<file path="src/rtl/m_stopwatch.sv">
// m_stopwatch -- parametrised multi-digit BCD stopwatch/timer.
//
// A two-stage prescaler (p: 0..PRE_DIV-1, q: 0..TICK_DIV-1) feeds a
// DIGITS-wide BCD counter that counts up or down, with run/pause/clear control,
// BCD preload and a one-hot decode of digit 0.
// The count period is PRE_DIV*TICK_DIV clk cycles.
//
// Optional feature macro: M_STOPWATCH_ALARM_EN. This adds the alarm_val
// input and a sticky alarm output. When the count reaches alarm_val, the alarm
// is set and the block pauses.
//
// Ports:
//   clk, rst          clock, synchronous active-high reset
//   start/stop/clear  run control (priority rst > clear > load_en > stop > start)
//   down              0 = count up, 1 = count down
//   load_en/load_val  BCD preload (digits > 9 load as 0)
//   bcd               registered count, digit 0 in [3:0]
//   sec               one-hot decode of digit 0
//   tick/wrap         one-cycle pulses aligned with a new bcd value
//   running           high while in RUN
//   alarm_val/alarm   (alarm build only) compare value and sticky alarm flag
module m_stopwatch #(
  parameter int PRE_DIV  = 50000,
  parameter int TICK_DIV = 100,
  parameter int DIGITS   = 2
) (
  input  logic                  clk,
  input  logic                  rst,
  input  logic                  start,
  input  logic                  stop,
  input  logic                  clear,
  input  logic                  down,
  input  logic                  load_en,
  input  logic [4*DIGITS-1:0]   load_val,
`ifdef M_STOPWATCH_ALARM_EN
  input  logic [4*DIGITS-1:0]   alarm_val,
  output logic                  alarm,
`endif
  output logic [4*DIGITS-1:0]   bcd,
  output logic [9:0]            sec,
  output logic                  tick,
  output logic                  wrap,
  output logic                  running
);

  localparam int DW = 4 * DIGITS;
  localparam int PW = $clog2(PRE_DIV);
  localparam int QW = (TICK_DIV > 1) ? $clog2(TICK_DIV) : 1;
  localparam logic [PW-1:0] P_MAX = PW'(PRE_DIV - 1);
  localparam logic [QW-1:0] Q_MAX = QW'(TICK_DIV - 1);

  typedef enum logic [1:0] {IDLE, RUN, PAUSED} state_t;

  state_t        state;
  logic [PW-1:0] p;
  logic [QW-1:0] q;
  logic          c1, upd;
  logic [DW-1:0] bcd_nxt, load_bcd;
  logic          wrap_nxt;

  assign c1      = (state == RUN) && (p == P_MAX);
  assign upd     = c1 && (q == Q_MAX);
  assign running = (state == RUN);

  // Ripple BCD increment/decrement. The carry out of the top digit marks a wrap.
  always_comb begin
    logic       carry;
    logic [3:0] dig;
    carry   = 1'b1;
    dig     = 4'd0;
    bcd_nxt = bcd;
    for (int i = 0; i < DIGITS; i++) begin
      dig = bcd[4*i +: 4];
      if (carry) begin
        if (!down) begin
          if (dig >= 4'd9) dig = 4'd0;
          else begin dig = dig + 4'd1; carry = 1'b0; end
        end else begin
          if (dig == 4'd0) dig = 4'd9;
          else begin dig = dig - 4'd1; carry = 1'b0; end
        end
      end
      bcd_nxt[4*i +: 4] = dig;
    end
    wrap_nxt = carry;
  end

  // Preload value with non-decimal digits forced to 0.
  always_comb begin
    load_bcd = '0;
    for (int i = 0; i < DIGITS; i++)
      load_bcd[4*i +: 4] = (load_val[4*i +: 4] > 4'd9) ? 4'd0 : load_val[4*i +: 4];
  end

  always_comb begin
    sec = '0;
    for (int n = 0; n < 10; n++)
      sec[n] = (bcd[3:0] == 4'(n));
  end

  always_ff @(posedge clk) begin
    if (rst) begin
      state <= IDLE;
      p     <= '0;
      q     <= '0;
      bcd   <= '0;
      tick  <= 1'b0;
      wrap  <= 1'b0;
`ifdef M_STOPWATCH_ALARM_EN
      alarm <= 1'b0;
`endif
    end else begin
      tick <= 1'b0;
      wrap <= 1'b0;
      if (clear) begin
        state <= IDLE;
        p     <= '0;
        q     <= '0;
        bcd   <= '0;
`ifdef M_STOPWATCH_ALARM_EN
        alarm <= 1'b0;
`endif
      end else if (load_en) begin
        // Restart the period from the preload. The state is left unchanged.
        p     <= '0;
        q     <= '0;
        bcd   <= load_bcd;
`ifdef M_STOPWATCH_ALARM_EN
        alarm <= 1'b0;
`endif
      end else begin
        // Prescaler. PAUSED holds p/q so that a resume keeps the sub-period phase.
        if (state == RUN) begin
          p <= (p == P_MAX) ? '0 : p + 1'b1;
          if (c1) q <= (q == Q_MAX) ? '0 : q + 1'b1;
        end else if (state == IDLE) begin
          p <= '0;
          q <= '0;
        end

        // A stop in the same cycle as a start takes priority over it.
        case (state)
          IDLE:    if (start && !stop) state <= RUN;
          RUN:     if (stop)           state <= PAUSED;
          PAUSED:  if (start && !stop) state <= RUN;
          default:                     state <= IDLE;
        endcase

        if (upd) begin
          bcd  <= bcd_nxt;
          tick <= 1'b1;
          wrap <= wrap_nxt;
`ifdef M_STOPWATCH_ALARM_EN
          if (bcd_nxt == alarm_val) begin
            alarm <= 1'b1;
            state <= PAUSED;
          end
`endif
        end
      end
    end
  end

endmodule
</file>
<file path="config.mk">
export PLATFORM = sky130hd
export DESIGN_NAME = m_stopwatch
export DESIGN_NICKNAME = d
export VERILOG_FILES = /design/src/rtl/m_stopwatch.sv
export SDC_FILE = /design/constraint.sdc
export NUM_CORES = 1
export LEC_CHECK = 0
export CAP_MARGIN = 40
export CELL_PAD_IN_SITES_DETAIL_PLACEMENT = 1
export CELL_PAD_IN_SITES_GLOBAL_PLACEMENT = 2
export CORE_ASPECT_RATIO = 0.9
export CORE_MARGIN = 2
export CORE_UTILIZATION = 31
export DETAILED_ROUTE_END_ITERATION = 7
export PLACE_DENSITY = 0.79
export SKIP_CTS_REPAIR_TIMING = 1
export SLEW_MARGIN = 15
export SYNTH_ARGS = -nofsm -noshare
export SYNTH_HDL_FRONTEND = slang
export SYNTH_SLANG_ARGS = --single-unit
</file>
<file path="constraint.sdc">
create_clock -name clk -period 2.2 [get_ports clk]
set_input_delay 0.33 -clock clk [delete_from_list [all_inputs] [get_ports clk]]
set_output_delay 0.33 -clock clk [all_outputs]
set_load 0.005 [all_outputs]
</file>
Yosys cells after proc, flatten, opt, wreduce, memory -nomap -nowiden --
Index checks and enable logic that the tools add are counted.
Storage, ports and cells: output and inout port bits 21, flip-flop bits (word level) 35, input bits 15, memory bits (writable) 0, ROM bits 0, memories 0, latch bits 0, logic and storage cells 81
Cells by class: reductions and logical operators 17, multipliers 0, mux-type cells 28, eq/ne operators 16, order comparisons 4, $add $sub $neg 6, shift operators 0, div/mod/pow operators 0, bitwise gates (word level) 3
Operator list (count):
- 16-bit two-way mux | 3
- 4-bit two-way mux | 9
- 7-bit two-way mux | 4
- 16-bit by 1-bit adder with 16-bit output, second input constant | 1
- 16-bit equality test, second input constant | 1
- 4-bit by 3-bit equality test with 1-bit output, second input constant | 4
- 8-bit two-way mux | 2
- 4-bit by 1-bit adder with 4-bit output, second input constant | 2
- 4-bit by 2-bit equality test with 1-bit output, second input constant | 2
- 4-bit equality test, second input constant | 2
- 4-bit greater-or-equal comparator, second input constant | 2
- 4-bit greater-than comparator, second input constant | 2
- 4-bit zero test | 2
- 4-bit by 1-bit subtractor with 4-bit output, second input constant | 2
- 7-bit by 1-bit adder with 7-bit output, second input constant | 1
- 7-bit equality test, second input constant | 1
- 1-bit two-way mux | 7
- 2-bit nonzero test | 3
- 5-bit OR reduction | 1
- 4-bit by 1-bit equality test with 1-bit output, second input constant | 1
- 2-bit two-way mux | 2
- 2-bit by 1-bit inequality test with 1-bit output, second input constant | 2
- 2-bit one-hot mux with 2 select lines | 1
- 2-bit AND reduction | 2
- 10 further kinds | 15

Logic depth before layout (Yosys ltp) --
Gate-level depths: netlist (run 1).
depth in word-level cells 6, depth in mapped cells 7, gate-level depth less buffers 7

Least setup slack after synthesis (run 1) --
No wires, ideal clock.
kind reg2reg, from reg bcd[0], to reg bcd[4], data required time 2077 ps, setup time 123 ps, cell stages (with the launch flop) 8, slack 328 ps, arrival 1750 ps, path buffers 0, cells stage by stage dfxtp_1 inv_1 ha_1 nor3b_1 o31ai_1 a41o_1 mux2i_1 nor2_1
Between the ends: longest elaborated chain between the ends 5, elaborated cells on any way between the ends 7
Ends and longest elaborated chain:
- start: declaration | line 39 | output logic [4*DIGITS-1:0] bcd,
- start signal: assignment | line 127 | bcd <= load_bcd;
- start signal: assignment | line 150 | bcd <= bcd_nxt;
- 4-bit greater-or-equal comparator or 4-bit zero test (tied branches) | line 76, 79
- 1-bit two-way mux, on equally long branches | line 76, 79
- 1-bit two-way mux * | line 75 | if (!down) begin
- 2-bit nonzero test (no source line) *
- 2-bit AND reduction (no source line) *
Mark *: on every way between the ends. The rest lies on a longest branch, timed or not. A chain may end at the register's enable or synchronous reset.

Worst setup path after layout (run 1) --
from reg bcd[0], to out sec[8]
Between the ends: longest elaborated chain between the ends 1
Ends and longest elaborated chain:
- 4-bit equality test | line 98 | sec[n] = (bcd[3:0] == 4'(n));
- end: declaration | line 40 | output logic [9:0] sec,
No other way between the ends.

==> results of run 1 <==
-- synth_stat cells (3+ instances only) --
cell / count / area share, %
nand4_1: 4 / 1.1
a211oi_1: 4 / 1.3
a21oi_1: 14 / 3.1
nor2_1: 26 / 4.3
nor3_1: 9 / 2.0
nor3b_1: 4 / 1.3
nand3_1: 14 / 3.1
xor2_1: 7 / 2.7
nor2b_1: 4 / 1.1
mux2i_1: 4 / 1.8
clkbuf_1: 10 / 1.7
and2_1: 7 / 1.9
or4_1: 3 / 0.99
ha_1: 9 / 5.0
and4b_1: 3 / 1.3
inv_1: 12 / 2.0
o21ai_0: 26 / 5.7
o211ai_1: 3 / 0.99
nand2b_1: 3 / 0.83
and3_1: 3 / 0.83
dfxtp_1: 35 / 31
nand2_1: 20 / 3.3
nor4_1: 6 / 1.7
a31oi_1: 4 / 1.1
o31ai_1: 6 / 2.0
-- worst max-delay path, cell delays in order, from the launching register on --
cell             delay [ns]
dfxtp_2                0.36
inv_2                  0.09
ha_1                   0.17
buf_4                  0.15
nor3b_2                0.16
clkdlybuf4s50_1        0.52
-- registers in the layout (all words and copies together) (netlist names) --
register  cells
state         2
bcd           8
p            16
wrap          1
q             7
tick          1
-- routing by layer --
layer,part of all wire [%],vias to the layer above
met5,0,-
met2,47,24
met4,0.93,0
met1,50,1093
li1,-,1160
met3,2.5,7
-- how the worst max path moves through the flow --
stage	endpoint	cells after the start
2_1_floorplan	bcd[4]$_SDFFE_PP0P_	7
3_3_place_gp	bcd[4]$_SDFFE_PP0P_	7
6_report	sec[8]	5
3_5_place_dp	bcd[7]$_SDFFE_PP0P_	7
4_1_cts	sec[8]	5
5_1_grt	sec[8]	5
-- layout make-up --
cell class / instances / area [sq um] / area share (%)
clock buffer: 6 / 72.6 / 2.48
inverter: 12 / 45.0 / 1.54
timing repair buffer: 57 / 515 / 17.6
sequential: 35 / 702 / 24.0
tap: 93 / 116 / 3.97
multi-input combinational: 225 / 1480 / 50.4
-- through the flow --
step | instance area [sq um] | utilization, % | cells
floorplan | 2270 | - | 284
global placement | 2840 | 40.2 | 422
detailed placement | 2840 | 40.2 | 422
CTS | 2920 | 41.2 | 428
global route | 2930 | 41.4 | 428
finish | 2930 | 41.4 | 428
-- power by group --
group	internal [W]	total [W]	switching [W]	leakage [nW]
combinational	0.0000789	0.000156	0.0000776	0.714
sequential	0.000638	0.000648	0.0000101	0.283
clock	0.000211	0.000429	0.000218	0.0371
total	0.000928	0.00123	0.000306	1.03
-- logic make-up after synthesis --
| group | synth area share (%) |
|---|---|
| AO/OA/AOI/OAI | 22.6 |
| buffers and inverters | 4.36 |
| adder cells (fa/ha/maj) | 4.97 |
| flip-flops | 30.9 |
| AND/OR/NAND/NOR | 31.8 |
| XOR/XNOR | 3.09 |
| multiplexers | 2.26 |
==> metrics.md, run 1 <==
| Metric | Value |
|---|---|
| Largest net degree at the start of global routing | `15` |
| Worst setup EP type | `primary output` |
| Crit path launch | `bcd[0]$_SDFFE_PP0P_` |
| Prevailing post-synth register cell | `dfxtp_1` |
| Critical Path Start Type | `flop` |
| Vias/cell | `5.34` |
| Commonest non-fill, non-tap cells in the layout | `clkdlybuf4s50_1 (35), dfxtp_1 (34), nor2_1 (26), o21ai_0 (26), buf_4 (22)` |
| H-tree depth | `2` |
| Final Hold Viols | `0` |
| Placement Rows | `29` |
| WP data arrival | `1.74 ns` |
| Hold Startpoint | `q[6]$_SDFFE_PP0P_` |
| Max_slew headroom | `54.0%` |
| Die area | `8010 sq um` |
| RSZ-0062 raised after global routing | `false` |
| Power per cell area | `421 nW/um^2` |
| Fillers | `858` |
| Met1 GRT Util | `25.1%` |
| Total GRT Usage | `17.8%` |
| Die Wd | `94.1 um` |
| Root Buffer | `clkbuf_8` |
| Fmax achieved | `483 MHz` |
| GR Overflow Total | `0` |
| Final period utilization | `94.1%` |
| Peak VDD IR | `0.183 mV` |
| CTS tree | `done` |
| Final slew viol count | `0` |
| Cells on worst reg2reg path | `6` |
| Seq cells post-synth | `35` |
| Worst-margin pin slew | `0.684 ns` |
| Pre-Repair DR Iteration Count | `4` |
| DRC | `0` |
| CTS Buffer Depth | `2` |
| Routed Antenna Nets | `0` |
| Syn Inst Count | `284` |
| Final worst slack | `0.130 ns` |
| Worst R2R End | `bcd[2]$_SDFFE_PP0P_` |
| Avg Cell Area, Syn | `7.98 sq um` |
| Initial antenna violation count | `0` |
| First-pass GRT wire length | `11500 um` |
| Layout cells sized above 1 | `12.2%` |
| Crit Path Class | `reg -> out` |
| Status | `finished clean` |
| Clock sink total | `35` |
| RR Startpoint | `p[0]$_SDFFE_PP0P_` |
| Hold Slack | `0.497 ns` |
| Syn Nets | `308` |
| Reg2Reg Setup Slack | `0.16 ns` |
| Post-synth ARST share | `0%` |
| Number of flops mapped to enable cells by yosys | `0` |
| HPWL after DPL | `5160 um` |
| # diodes | `0` |
| I/O Buffers | `35` |
| Met3 usage | `3.20%` |
| DR vias | `2284` |
| Core area | `7080 sq um` |
| Commonest non-fill, non-tap cell in the layout | `clkdlybuf4s50_1` |
| CP max FO | `9` |
| Yosys warnings | `0` |
| GR peak layer | `met2` |
| Worst Hold Class | `reg -> reg` |
| Vias in the first global route | `2349` |
| I/O Pins | `36` |
| Total CTS buffers | `5` |
| Nets@finish | `360` |
| Required time worst endpoint | `1.87 ns` |
| Routed wire length | `6680 um` |
| Total power | `0.00123 W` |
| Setup Viol. Count Final | `0` |
| Wire per inst | `15.6 um` |
| Starting Density | `32.0%` |
| GPL Wtd Cong | `0.750` |
| Maxcap violations | `0` |
| Die Y | `85.1 um` |
| Hold Path End | `q[6]$_SDFFE_PP0P_` |
| Final TNS setup | `0 ns` |
| Post-synthesis sequential area ratio | `30.9%` |
| Clock Skew | `0.00276 ns` |
| Cell variety after synth | `60` |
| LEAKAGE | `1.03 nW` |
| Routing usage on met2 | `28.2%` |
| Initial DRC Count | `74` |
| Synth-to-layout area growth | `29.3%` |
| Synth Cell Area | `2270 sq um` |
| Hold path depth | `2` |
| Period minus WS final | `2.07 ns` |
| Worst-path clk slew | `0.07 ns` |
| Setup slack at placement | `0.0660 ns` |
| Clock latency on the worst-skew pair | `0.28 ns` |
Power figures use the tool's default switching activity.
==> inputs of run 2 (changes only) <==
--- a/config.mk
+++ b/config.mk
@@ -5,7 +5,6 @@
 export SDC_FILE = /design/constraint.sdc
 export NUM_CORES = 1
 export LEC_CHECK = 0
-export CAP_MARGIN = 40
 export CELL_PAD_IN_SITES_DETAIL_PLACEMENT = 1
 export CELL_PAD_IN_SITES_GLOBAL_PLACEMENT = 2
 export CORE_ASPECT_RATIO = 0.9
==> results of run 2 <==
Same layout as run 1: the final DEF is identical, and so are final timing and power.
